==> src/rtl/aes_host_seq.sv <==
// aes_host_seq: host-side sequencer that drives an AES wrapper through config, key load,
// block load, status polling and result readback for one operation per start request.
module aes_host_seq #(
  parameter int TIMEOUT = 1023
) (
  input  logic         clk,
  input  logic         reset_n,
  input  logic         start,
  input  logic         rekey,
  input  logic         encdec,
  input  logic         keylen,
  input  logic [255:0] key,
  input  logic [127:0] block_in,
  output logic [3:0]   control,
  output logic [15:0]  write_data,
  input  logic [7:0]   data_in,
  output logic [127:0] result,
  output logic         busy,
  output logic         done,
  output logic         error
);
  localparam int CW = $clog2(TIMEOUT + 4);
  typedef enum logic [3:0] {IDLE, CFG, KEY, INIT, WAIT_RDY, BLK, NEXT, WAIT_VLD, READ, DONE, ERR} state_t;
  state_t         state;
  logic [255:0]   key_r;
  logic [127:0]   blk_r, shadow;
  logic           rekey_r, key_ok;
  logic [3:0]     idx, bidx;
  logic [CW-1:0]  cnt;
  logic [15:0]    key_word, blk_word;
  logic           poll_ok, timed_out;
  always_comb begin
    key_word  = key_r[{~idx, 4'b0} +: 16];
    blk_word  = blk_r[{~idx[2:0], 4'b0} +: 16];
    bidx      = control == 4'd0 ? 4'hf : idx - 4'd1;
    poll_ok   = cnt >= CW'(2) && (state == WAIT_RDY ? data_in[0] : data_in[1]);
    timed_out = cnt >= CW'(TIMEOUT);
  end
  assign busy  = state != IDLE;
  assign done  = state == DONE || state == ERR;
  assign error = state == ERR;
  always_ff @(posedge clk or negedge reset_n) begin
    if (!reset_n) begin
      state      <= IDLE;
      control    <= 4'd0;
      write_data <= 16'd0;
      result     <= 128'd0;
      shadow     <= 128'd0;
      key_r      <= 256'd0;
      blk_r      <= 128'd0;
      rekey_r    <= 1'b0;
      key_ok     <= 1'b0;
      idx        <= 4'd0;
      cnt        <= '0;
    end else begin
      case (state)
        IDLE: if (start) begin
          key_r      <= key;
          blk_r      <= block_in;
          rekey_r    <= rekey;
          idx        <= 4'd0;
          control    <= 4'd4;
          write_data <= {14'd0, keylen, encdec};
          state      <= CFG;
        end
        CFG: begin
          state      <= (rekey_r || !key_ok) ? KEY : BLK;
          control    <= (rekey_r || !key_ok) ? 4'd2 : 4'd1;
          write_data <= (rekey_r || !key_ok) ? key_word : blk_word;
          idx        <= 4'd1;
        end
        KEY: if (idx == 4'd0) begin
          state      <= INIT;
          control    <= 4'd5;
          write_data <= 16'h0001;
        end else begin
          write_data <= key_word;
          idx        <= idx + 4'd1;
        end
        INIT: begin
          state      <= WAIT_RDY;
          control    <= 4'd3;
          write_data <= 16'd0;
          cnt        <= '0;
        end
        WAIT_RDY: if (poll_ok) begin
          key_ok     <= 1'b1;
          state      <= BLK;
          control    <= 4'd1;
          write_data <= blk_word;
          idx        <= 4'd1;
        end else if (timed_out) begin
          key_ok     <= 1'b0;
          state      <= ERR;
          control    <= 4'd0;
        end else cnt <= cnt + 1'b1;
        BLK: if (idx == 4'd8) begin
          state      <= NEXT;
          control    <= 4'd5;
          write_data <= 16'h0002;
          idx        <= 4'd0;
        end else begin
          write_data <= blk_word;
          idx        <= idx + 4'd1;
        end
        NEXT: begin
          state      <= WAIT_VLD;
          control    <= 4'd3;
          write_data <= 16'd0;
          cnt        <= '0;
        end
        WAIT_VLD: if (poll_ok) begin
          state      <= READ;
          control    <= 4'd6;
          idx        <= 4'd0;
        end else if (timed_out) begin
          key_ok     <= 1'b0;
          state      <= ERR;
          control    <= 4'd0;
        end else cnt <= cnt + 1'b1;
        // each byte arrives one cycle after its RESULT_OUT; the trailing NOP cycle collects byte 15
        READ: begin
          if (control == 4'd0 || idx != 4'd0) shadow[{~bidx, 3'b0} +: 8] <= data_in;
          if (control == 4'd0) state <= DONE;
          else begin
            control <= idx == 4'd15 ? 4'd0 : 4'd6;
            idx     <= idx + 4'd1;
          end
        end
        DONE: begin
          result <= shadow;
          state  <= IDLE;
        end
        ERR:     state <= IDLE;
        default: state <= IDLE;
      endcase
    end
  end
endmodule

==> config.mk <==
export PLATFORM = sky130hd
export DESIGN_NAME = aes_host_seq
export DESIGN_NICKNAME = d
export VERILOG_FILES = /design/src/rtl/aes_host_seq.sv
export SDC_FILE = /design/constraint.sdc
export NUM_CORES = 1
export LEC_CHECK = 0
export ABC_AREA = 1
export ABC_CLOCK_PERIOD_IN_PS = 3930
export BUFFER_PORTS_ARGS = -buffer_cell sky130_fd_sc_hd__buf_2
export CORE_UTILIZATION = 30
export CTS_BUF_LIST = sky130_fd_sc_hd__clkbuf_4 sky130_fd_sc_hd__clkbuf_8 sky130_fd_sc_hd__clkbuf_16
export CTS_CLUSTER_DIAMETER = 40
export DETAILED_ROUTE_END_ITERATION = 10
export GPL_TIMING_DRIVEN = 0
export PLACE_DENSITY = 0.52
export RECOVER_POWER = 25
export SKIP_LAST_GASP = 1
export SYNTH_ARGS = -nofsm -noshare
export SYNTH_HDL_FRONTEND = slang
export SYNTH_SLANG_ARGS = --single-unit
==> constraint.sdc <==
create_clock -name clk -period 3.93 [get_ports clk]
set_clock_uncertainty 0.1 [all_clocks]
set_input_delay 0.1965 -clock clk [delete_from_list [all_inputs] [get_ports clk]]
set_output_delay 0.1965 -clock clk [all_outputs]
set_load 0.005 [all_outputs]
### Word-level counts from Yosys, hierarchy flattened

Cells that the tools add are included.

* mux-type cells: 42
* reductions and logical operators: 25
* $lt $le $gt $ge: 2
* bitwise gates (word level): 3
* add/sub/neg operators: 4
* equality and inequality tests: 23
* shift operators: 4

Operator list (number)
* 256-bit by 9-bit indexed part select with 16-bit output: 1
* 128-bit bitwise mux: 1
* 8-bit by 9-bit variable shift with 128-bit output (first input constant): 1
* 128-bit by 8-bit indexed part select with 16-bit output: 1
* 8-bit by 9-bit indexed part select with 128-bit output: 1
* 16-bit case mux with 6 select lines: 1
* 4-bit 2-to-1 mux: 21
* 16-bit 2-to-1 mux: 5
* 4-bit case mux with 9 select lines: 1
* 4-bit case mux with 8 select lines: 1
* 4-bit case mux with 7 select lines: 1
* 11-bit 2-to-1 mux: 2
* 2-bit inequality test (second input constant): 11
* 11-bit case mux with 2 select lines: 1
* 4-bit equality test (second input constant): 5
* 4-bit by 3-bit equality test with 1-bit output (second input constant): 4
* 4-bit zero test: 3
* 11-bit by 1-bit adder with 11-bit output (second input constant): 1
* 11-bit by 10-bit >= comparator with 1-bit output (second input constant): 1
* 11-bit by 2-bit >= comparator with 1-bit output (second input constant): 1
* 7-bit negation with 9-bit output: 1
* 4-bit by 2-bit equality test with 1-bit output (second input constant): 2
* 4-bit NOT: 2
* 4-bit nonzero test: 2
* other kinds (21): 32

* word-level logic and storage cells: 114
* output and inout bits: 151
* register bits: 681

### Longest topological paths before layout

Gate-level depths: netlist of the first run.

* word-level depth: 6
* gate-level depth with buffers: 15
* mapped depth without buffers: 13

### Worst setup path before layout of the first run

OpenSTA, ideal clock, no wires.

* path kind: register -> register
* start: reg idx[1]
* end: reg shadow[16]
* arrival time: 2.804 ns
* path slack: 0.908 ns
* buffers on the path: 4
* stages on the path, launching flop included: 14
* cell sequence: dfrtp_1 clkbuf_1 inv_1 buf_2 buf_1 ha_1 nand2_1 ha_1 clkbuf_1 nand3_1 nor2_2 nand2_1 nand2_1 nand2_1

* cells in the longest elaborated chain, start to end: 6
* elaborated cells between the ends (all ways): 10

Ends and longest elaborated chain
* start, declared: line 28 `logic [3:0] idx, bidx;`
* start signal, assigned: line 78 `idx <= idx + 4'd1;`
* start signal, assigned: line 104 `idx <= idx + 4'd1;`
* start signal, assigned: line 127 `idx <= idx + 4'd1;`
* 4-bit by 1-bit subtractor with 4-bit output: line 35 `bidx = control == 4'd0 ? 4'hf : idx - 4'd1;`
* 4-bit 2-to-1 mux: line 35
* 4-bit NOT: line 123 `if (control == 4'd0 || idx != 4'd0) shadow[{~bidx, 3'b0} +: 8] <= data_in;`
* 7-bit negation with 9-bit output: line 123
* 8-bit by 9-bit indexed part select with 128-bit output or 8-bit by 9-bit variable shift with 128-bit output (tied branches): line 123
* 128-bit bitwise mux: line 123
* end signal, assigned by index: line 123
* end, declared: line 26 `logic [127:0] blk_r, shadow;`

Parallel ways exist; a longest one is shown, timed or not.
A chain may end at the register's enable or synchronous reset.

### Worst setup path after layout of the first run

* start: reg idx[0]
* end: reg write_data[6]

* cells in the longest elaborated chain, start to end: 4
* elaborated cells between the ends (all ways): 11

Ends and longest elaborated chain
* 4-bit NOT or 3-bit NOT (tied branches): line 33, 34
* 256-bit by 9-bit indexed part select with 16-bit output or 128-bit by 8-bit indexed part select with 16-bit output (tied branches): line 33, 34
* 16-bit 2-to-1 mux, on equally long branches
* 16-bit case mux with 6 select lines *: line 56 `case (state)`
* end signal, assigned: line 63 `write_data <= {14'd0, keylen, encdec};`
* end signal, assigned: line 69 `write_data <= (rekey_r || !key_ok) ? key_word : blk_word;`
* end signal, assigned: line 77 `write_data <= key_word;`
* end, declared: line 15 `output logic [15:0] write_data,`

Mark *: on every way between the ends. The rest lies on a longest branch, timed or not. The select of a mux whose other input is x is not followed.

==> results of run 1 <==
-- registers in the layout, summed over array words and instances (netlist names) --
signal	count
write_data	16
rekey_r	1
control	4
key_ok	1
cnt	11
state	4
blk_r	128
shadow	128
idx	4
result	128
key_r	256
-- Yosys cell counts (5+ instances only) --
master	number
mux2_2	128
o22ai_1	29
o211ai_1	27
a21oi_1	5
nor2_1	118
clkbuf_1	115
buf_2	69
nand4_1	24
buf_4	5
ha_1	7
nand2_1	1503
o21ai_0	330
xor2_1	6
dfrtp_1	681
nand3_1	280
buf_1	17
inv_2	8
inv_1	289
nor2_2	15
nor3_1	8
-- kinds of logic (layout without fill, tap and decap cells) --
logic type / Yosys count / count (layout)
adder cells (fa/ha/maj): 7 / 7
other: 0 / 7
buffers and inverters: 505 / 1655
flip-flops: 681 / 681
multiplexers: 128 / 128
AND/OR/NAND/NOR: 1964 / 1964
AO/OA/AOI/OAI: 399 / 399
XOR/XNOR: 8 / 8
-- worst paths after layout --
kind                       depth (start not counted)            end        from  slack [ns]
max                                               11  write_data[6]      idx[0]        0.22
max reg2reg                                       11  write_data[6]      idx[0]        0.22
min in group asynchronous                          3     key_r[232]     reset_n        0.34
min reg2reg                                        2      blk_r[39]   blk_r[39]        0.36
min                                                3    shadow[119]  data_in[7]        0.08
max in group asynchronous                          3      blk_r[65]     reset_n        0.83
-- repair_timing --
item,CTS,global route
resized for setup,4,8
hold buffers,395,0
hold endpoints to repair,899,0
endpoints found under the setup margin,145,70
pin swaps,0,1
setup buffers,0,4
cloned,0,0
-- power by group through the flow --
stage	logic (mW)	clock network (mW)	registers (mW)
4_1_cts	12.7	10.3	11.0
6_report	12.9	10.1	11.0
3_3_place_gp	12.2	0	11.1
2_1_floorplan	7.33	0	10.7
3_5_place_dp	12.3	0	11.1
5_1_grt	14.2	10.6	11.3
-- final cells by class --
type                            count  share of cell area
Antenna cell                        7           0.0004062
Buffer                            204             0.02034
Clock buffer                      141             0.07249
Clock inverter                     67             0.01811
Inverter                          298             0.02594
Multi-Input combinational cell   2506              0.2707
Sequential cell                   681              0.3952
Tap cell                         1357             0.03938
Timing Repair Buffer              945              0.1574
-- metrics by stage --
step / hold slack (ns) / power (mW) / utilization / area [µm²] / setup WS, ns
final: 0.07674 / 33.97 / 0.4281 / 43120 / 0.2211
after global routing: 0.04640 / 36.06 / 0.4280 / 43110 / 0.006893
after CTS: 0.03427 / 34.01 / 0.4282 / 43130 / 0.09068
after detailed placement: 0.04737 / 23.45 / 0.3500 / 35260 / -1.143
after global placement: 0.3048 / 23.28 / 0.3483 / 35080 / -12.77
after floorplan: -0.1991 / 18.07 / - / 30680 / 0.9085
-- layer usage --
layer / vias to the layer above / share of wire
met5: - / 0
met4: 0 / 0.049
met3: 292 / 0.063
met2: 1095 / 0.45
met1: 14163 / 0.44
li1: 13861 / -
-- worst register-to-register path: stages (launching register included) --
cell	delay, ns
dfrtp_1	0.34
buf_2	0.28
clkbuf_1	0.70
clkbuf_1	0.90
o21ai_0	0.32
o22ai_1	0.57
nand2_1	0.13
nand2_1	0.09
nand2_1	0.05
nand2_1	0.07
nand2_1	0.05
nand2_1	0.07
==> Flow_metrics.wiki, run 1 <==
{| class="wikitable"
! Metric !! Value
|-
| DR WL/cell || 20.52 µm
|-
| TritonCTS clock tree || built
|-
| Fraction of synthesized area in multiplexers || 0.04698
|-
| Hold violation count in the final report || 0
|-
| Synth-to-layout area growth || 40.54%
|-
| Met1 Track Usage GR || 0.3246
|-
| Leakage component of the power || between 20 and 25 nW
|-
| Rel. slew slack || -0.7878
|-
| Max Cap Viol || 4
|-
| Placed wire-length estimate after detailed placement || 93.94 mm
|-
| NetSw || between 10 and 15 mW
|-
| CP max stage delay || around 0.9 ns
|-
| RePlAce Congestion || 0.9072
|-
| Core Box Area || roughly 100000 µm²
|-
| Synth top area cells || dfrtp_1 56%, nand2_1 18%, o21ai_0 5.4%
|-
| Sequential Area || 17040 µm²
|-
| Combinational family with the most area after synthesis || simple AND/OR/NAND/NOR gates
|-
| Switching fraction of total power || 0.4065
|-
| Type of element capturing the critical path || flop
|-
| Total of endpoints with negative setup slack in the final report || 0
|-
| Fraction of the mapped netlist area in compound gates || 0.06920
|-
| Startpoint-to-endpoint class of the critical path || flop to flop
|-
| IO Port Bufs || 540
|-
| Fraction of the yosys area taken by sequential cells || 0.5554
|-
| Number of global-route vias before repair || 29807
|-
| Die X || 321.8 µm
|-
| Required time reported for the critical path endpoint || 4.46 ns
|-
| Pint || 20.16 mW
|-
| Worst supply voltage drop on vdd || between 400 and 500 µV
|-
| Overall fraction of global-route tracks in use || 0.2449
|-
| Average footprint of a synthesized cell || 8.310 µm²
|-
| NumNets Final || 5153
|-
| Worst-skew pair later-pin latency || 0.71 ns
|-
| Die outline area || 103600 µm²
|-
| Die span in y || roughly 320 µm
|-
| Share of the cycle needed by the critical path after routing || 0.9437
|-
| Dominant synthesized flop cell || dfrtp_1
|-
| Number of H-tree levels || 3
|-
| Dpl cells || 5595
|-
| Maximum number of pins on one net before global-route repair || 121
|-
| Arrival time reported for the critical path endpoint || 4.24 ns
|-
| Met3 routing resource usage after global routing || 0.04791
|-
| Clock tree buffer depth || 3
|-
| Post-synth EDFFs || 0
|-
| Total clock sinks || 681
|-
| Busiest metal layer after global routing || met2
|-
| Final cell count without fillers || ~6200
|-
| Number of design-rule violations left by the first detailed-router iteration || roughly 2200
|-
| Count of filler cells inserted in the layout || between 10000 and 15000
|-
| Worst Max-Slew Pin Slew || 2.682 ns
|-
| Area share of the leading cell type in the synthesized netlist || 0.5554
|-
| Clock network power share || 0.297
|-
| Io pins || roughly 550
|-
| Asr flop ratio synth || 1.000
|-
| FP Rows || 116
|-
| Total of warnings raised by yosys || 0
|-
| Adder-cell share of the synthesized area || 0.002855
|-
| Commonest cells after routing, fill and taps aside || 1500 x nand2_1, 681 x dfrtp_1, 610 x buf_2, 394 x dlygate4sd3_1, 330 x o21ai_0
|-
| Post-route minimum period || 3.709 ns
|-
| Gate family responsible for the most delay along the worst path || buffers and inverters
|-
| Type of the most critical hold path || input port to flop
|-
| Post-synthesis cell type with the largest combined area || dfrtp_1
|-
| DR vias || roughly 29000
|-
| Biggest fanout along the worst timing path || 10
|-
| Buffer type at the clock tree root || clkbuf_16
|-
| Post-Syn Area || 30680 µm²
|-
| Overall overflow remaining after global route || 0
|-
| Proportion of power drawn by combinational gates || 0.378
|-
| Area occupied by multi-input gates || 11670 µm²
|-
| Share of power burned in registers || 0.324
|-
| Number of buffers added by the clock tree synthesis step || 112
|-
| Post-synthesis share of cell area spent on xor and xnor gates || 0.002528
|-
| Yosys cell types || 37
|-
| Length of the first detailed-routing pass in iterations || 5
|-
| Fraction of layout instances using a drive strength above 1 || 0.2074
|-
| Power per unit of standard cell area || 787.9 nW/µm²
|-
| Max-slew violation total from the final report || 375
|-
| Global-route wire length before repair || between 150 and 200 mm
|-
| Buf+Inv Stages, Crit Path || 3
|-
| Effective utilization at floorplan || 0.3046
|-
| Unrepaired setup endpoints after global routing || false
|-
| DRC violation count after routing || 0
|-
| Most common cell after layout, fill and taps aside || nand2_1
|-
| Max Clock Freq || 269.6 MHz
|-
| Outcome || complete, but fails checks
|-
| Simple-Gate Fraction of Synth Area || 0.2578
|-
| Setup total negative slack || 0 ns
|-
| Crit path top cell by count || nand2_1
|-
| Number of vias per cell || 4.739
|-
| Total wire length || 127.4 mm
|-
| Startpoint class of the critical path || flop
|-
| Library cell contributing the largest single delay on the critical path || clkbuf_1
|-
| Post-synthesis sequential element count || slightly below 700
|-
| Remaining antenna violation count after routing || 0
|-
| Cell count after synthesis || 3692
|-
| Met2 Resource Use GR || 0.3811
|-
| Clock Pin Slew Worst Setup and Hold Paths || 0.06 ns
|-
| Syn_nets || 4097
|-
| Failing checks || max-capacitance violations, max-slew violations
|-
| Antenna violations before repair || 5
|-
| Crit path cell chain || buf_2 > clkbuf_1 > clkbuf_1 > o21ai_0 > o22ai_1 > nand2_1 > nand2_1 > nand2_1 > nand2_1 > nand2_1 > nand2_1
|}
Note: power is estimated with default switching activity, not from simulation.
==> inputs of run 2 (changes only) <==
CTS_BUF_LIST = sky130_fd_sc_hd__clkbuf_8   (was sky130_fd_sc_hd__clkbuf_4 sky130_fd_sc_hd__clkbuf_8 sky130_fd_sc_hd__clkbuf_16)
==> run 2 against run 1 <==
Effect of this change:
- the flow still finishes with violations (max-capacitance violations, max-slew violations)
- die area is the same
- worst setup slack better by 0.0051 ns
- total power shrank 6.4%
- maximum frequency rose by 0.14%
- combinational power about the same
- design area rose by 3.0%
- sequential share of layout area down 1.1 points
- via count increased by 5.7%
- flip-flop and latch count unchanged
- cell count grew 4.3%
- worst hold slack worse by 0.015 ns
- critical path type unchanged
==> Flow_metrics.wiki, run 2 (same netlist as run 1, synthesis figures left out) <==
{| class="wikitable"
! Metric !! Value
|-
| Worst setup path start || idx[1]
|-
| RePlAce Congestion || 0.9072
|-
| Commonest cells after routing, fill and taps aside || 1500 x nand2_1, 681 x dfrtp_1, 633 x dlygate4sd3_1, 609 x buf_2, 330 x o21ai_0
|-
| Die X || 321.8 µm
|-
| Min setup slack post-route || 0.2263 ns
|-
| Post-CTS Setup Inserts || 0
|-
| Antenna violations before repair || 8
|-
| Effective utilization at floorplan || 0.3046
|-
| Final cell count without fillers || 6473
|-
| DRC violation count after routing || 0
|-
| Worst reg2reg setup slack || ~0.23 ns
|-
| IO Port Bufs || 540
|-
| Number of design-rule violations left by the first detailed-router iteration || 2345
|-
| Max Clock Freq || between 200 and 300 MHz
|-
| Power per unit of standard cell area || around 720 nW/µm²
|-
| Maximum number of pins on one net before global-route repair || 121
|-
| Startpoint class of the critical path || flop
|-
| Type of the most critical hold path || input port to flop
|-
| Worst Max-Slew Pin Slew || 2.669 ns
|-
| Outcome || complete, but fails checks
|-
| Synth-to-layout area growth || 44.71%
|-
| Unrepaired setup endpoints after global routing || true
|-
| Die span in y || between 300 and 400 µm
|-
| Clock Pin Slew Worst Setup and Hold Paths || around 0.060 ns
|-
| Number of H-tree levels || 4
|-
| DR WL/cell || 20.68 µm
|-
| Share of the cycle needed by the critical path after routing || 0.9424
|-
| Io pins || 549
|-
| Endpoint of the worst hold path || key_r[214]
|-
| End of the worst register-to-register path || shadow[43]
|-
| Startpoint-to-endpoint class of the critical path || flop to flop
|-
| Worst-skew pair later-pin latency || 0.83 ns
|-
| Length of the first detailed-routing pass in iterations || 6
|-
| Post-Route Utilization || 0.4408
|-
| Total of endpoints with negative setup slack in the final report || 0
|-
| Biggest fanout along the worst timing path || 19
|-
| Most common cell after layout, fill and taps aside || nand2_1
|-
| Die outline area || about 100000 µm²
|-
| Max reg flops || roughly 260
|-
| TritonCTS clock tree || built
|-
| DR vias || 31082
|-
| Buffer type at the clock tree root || clkbuf_8
|-
| Worst hold path cell count || 4
|-
| Number of buffers added by the clock tree synthesis step || 138
|-
| Largest register by flop count || key_r
|-
| Clock tree buffer depth || 3
|-
| Count of filler cells inserted in the layout || 10021
|-
| Core Box Area || between 100000 and 150000 µm²
|-
| Overall fraction of global-route tracks in use || 0.2572
|-
| Fraction of layout instances using a drive strength above 1 || 0.1946
|-
| Remaining antenna violation count after routing || 0
|-
| Total wire length || 133.9 mm
|-
| Post-route minimum period || 3.704 ns
|-
| Number of cells on the worst reg-to-reg path || 14
|-
| Hold violation count in the final report || 0
|-
| Origin of the worst min-delay path || key[214]
|-
| Arrival time reported for the critical path endpoint || approximately 4.4 ns
|-
| Rel. slew slack || -0.7796
|-
| Number of global-route vias before repair || 31802
|-
| Overall overflow remaining after global route || 0
|-
| Placed wire-length estimate after detailed placement || 93.94 mm
|-
| FP Rows || 116
|-
| Dpl cells || 5595
|-
| Max Cap Viol || 5
|-
| Global-route wire length before repair || about 200 mm
|-
| Worst supply voltage drop on vdd || roughly 320 µV
|-
| Type of element capturing the critical path || flop
|-
| Worst slack at placement || -1.143 ns
|-
| Failing checks || max-capacitance violations, max-slew violations
|-
| Total clock sinks || 681
|-
| Launch instance of the worst register-to-register path || idx[1]
|-
| Leakage component of the power || between 20 and 25 nW
|-
| Total power consumption of the routed design || 31.81 mW
|-
| NumNets Final || about 5400
|-
| Required time reported for the critical path endpoint || 4.59 ns
|-
| Number of vias per cell || 4.802
|-
| Max-slew violation total from the final report || 479
|}
## run 2: changes by cell type in the layout (fill, tap and decap cells not counted), moves of 3 or more
cell,before,now
dlygate4sd3_1,394,633
clkbuf_8,14,161
clkbuf_16,113,0
inv_1,289,324
clkbuf_4,15,3
inv_6,15,4
clkinv_4,9,0
clkinvlp_4,16,11
clkinv_2,11,15
buf_4,8,5
## run 2: area by class of cell
cell class	count	area, µm²	area share
diodes	9	22.52	0.0005073
plain buffers	204	874.6	0.01970
clock buffers	161	2216	0.04991
clock inverters	77	638.1	0.01437
inverters	298	1119	0.02519
multi-input cells	2506	11670	0.2628
flip-flops and latches	681	17040	0.3838
well taps	1357	1698	0.03824
repair buffers	1180	9124	0.2055
## run 2: timing repair
item	in CTS	in global routing
setup endpoints to repair	145	62
hold buffers	634	0
endpoints found under the hold margin	936	0
gates cloned	0	0
resized for setup	4	6
## run 2: worst max path at each step
| stage | end | slack (ns) | cells past startpoint |
|---|---|---|---|
| 3_3_place_gp | blk_r[57] | -12.77 | 1 |
| 5_1_grt | blk_r[10] | -0.06 | 4 |
| 4_1_cts | shadow[99] | 0.09 | 12 |
| 3_5_place_dp | shadow[80] | -1.14 | 13 |
| 2_1_floorplan | shadow[16] | 0.91 | 13 |
| 6_report | shadow[43] | 0.23 | 14 |
## run 2: critical path, cell delays in order (launching register included)
cell,delay [ns]
dfrtp_1,0.37
buf_2,0.34
inv_1,0.16
buf_2,0.32
ha_1,0.46
nand2_1,0.18
ha_1,0.27
inv_1,0.08
nand3_1,0.09
nand2_2,0.29
buf_4,0.24
nand4_1,0.17
nor2_2,0.39
nand2_1,0.11
nand2_1,0.08
## run 2: where the power goes
| part | total (mW) | internal [mW] | switching, mW |
|---|---|---|---|
| sequential | 11.0 | 9.75 | 1.28 |
| combinational | 13.1 | 4.23 | 8.90 |
| clock | 7.65 | 4.33 | 3.32 |
## run 2: stage by stage
stage | setup TNS (ns) | cell area [µm²] | hold WS, ns
floorplan | 0 | 30680 | -0.1991
global placement | -8710.95 | 35080 | 0.3048
detailed placement | -103.08 | 35260 | 0.04737
CTS | 0 | 44470 | 0.0005859
global route | -3.479 | 44390 | 0.03290
finish | 0 | 44400 | 0.06212
## run 2: routing by layer
metal  wire length, µm  vias up  GRT usage
li1                  -    14351          -
met1             56720    14995     0.3290
met2             60060     1353     0.4016
met3              9980      383    0.05917
met4              7113        0     0.1400
met5                 0        -          0
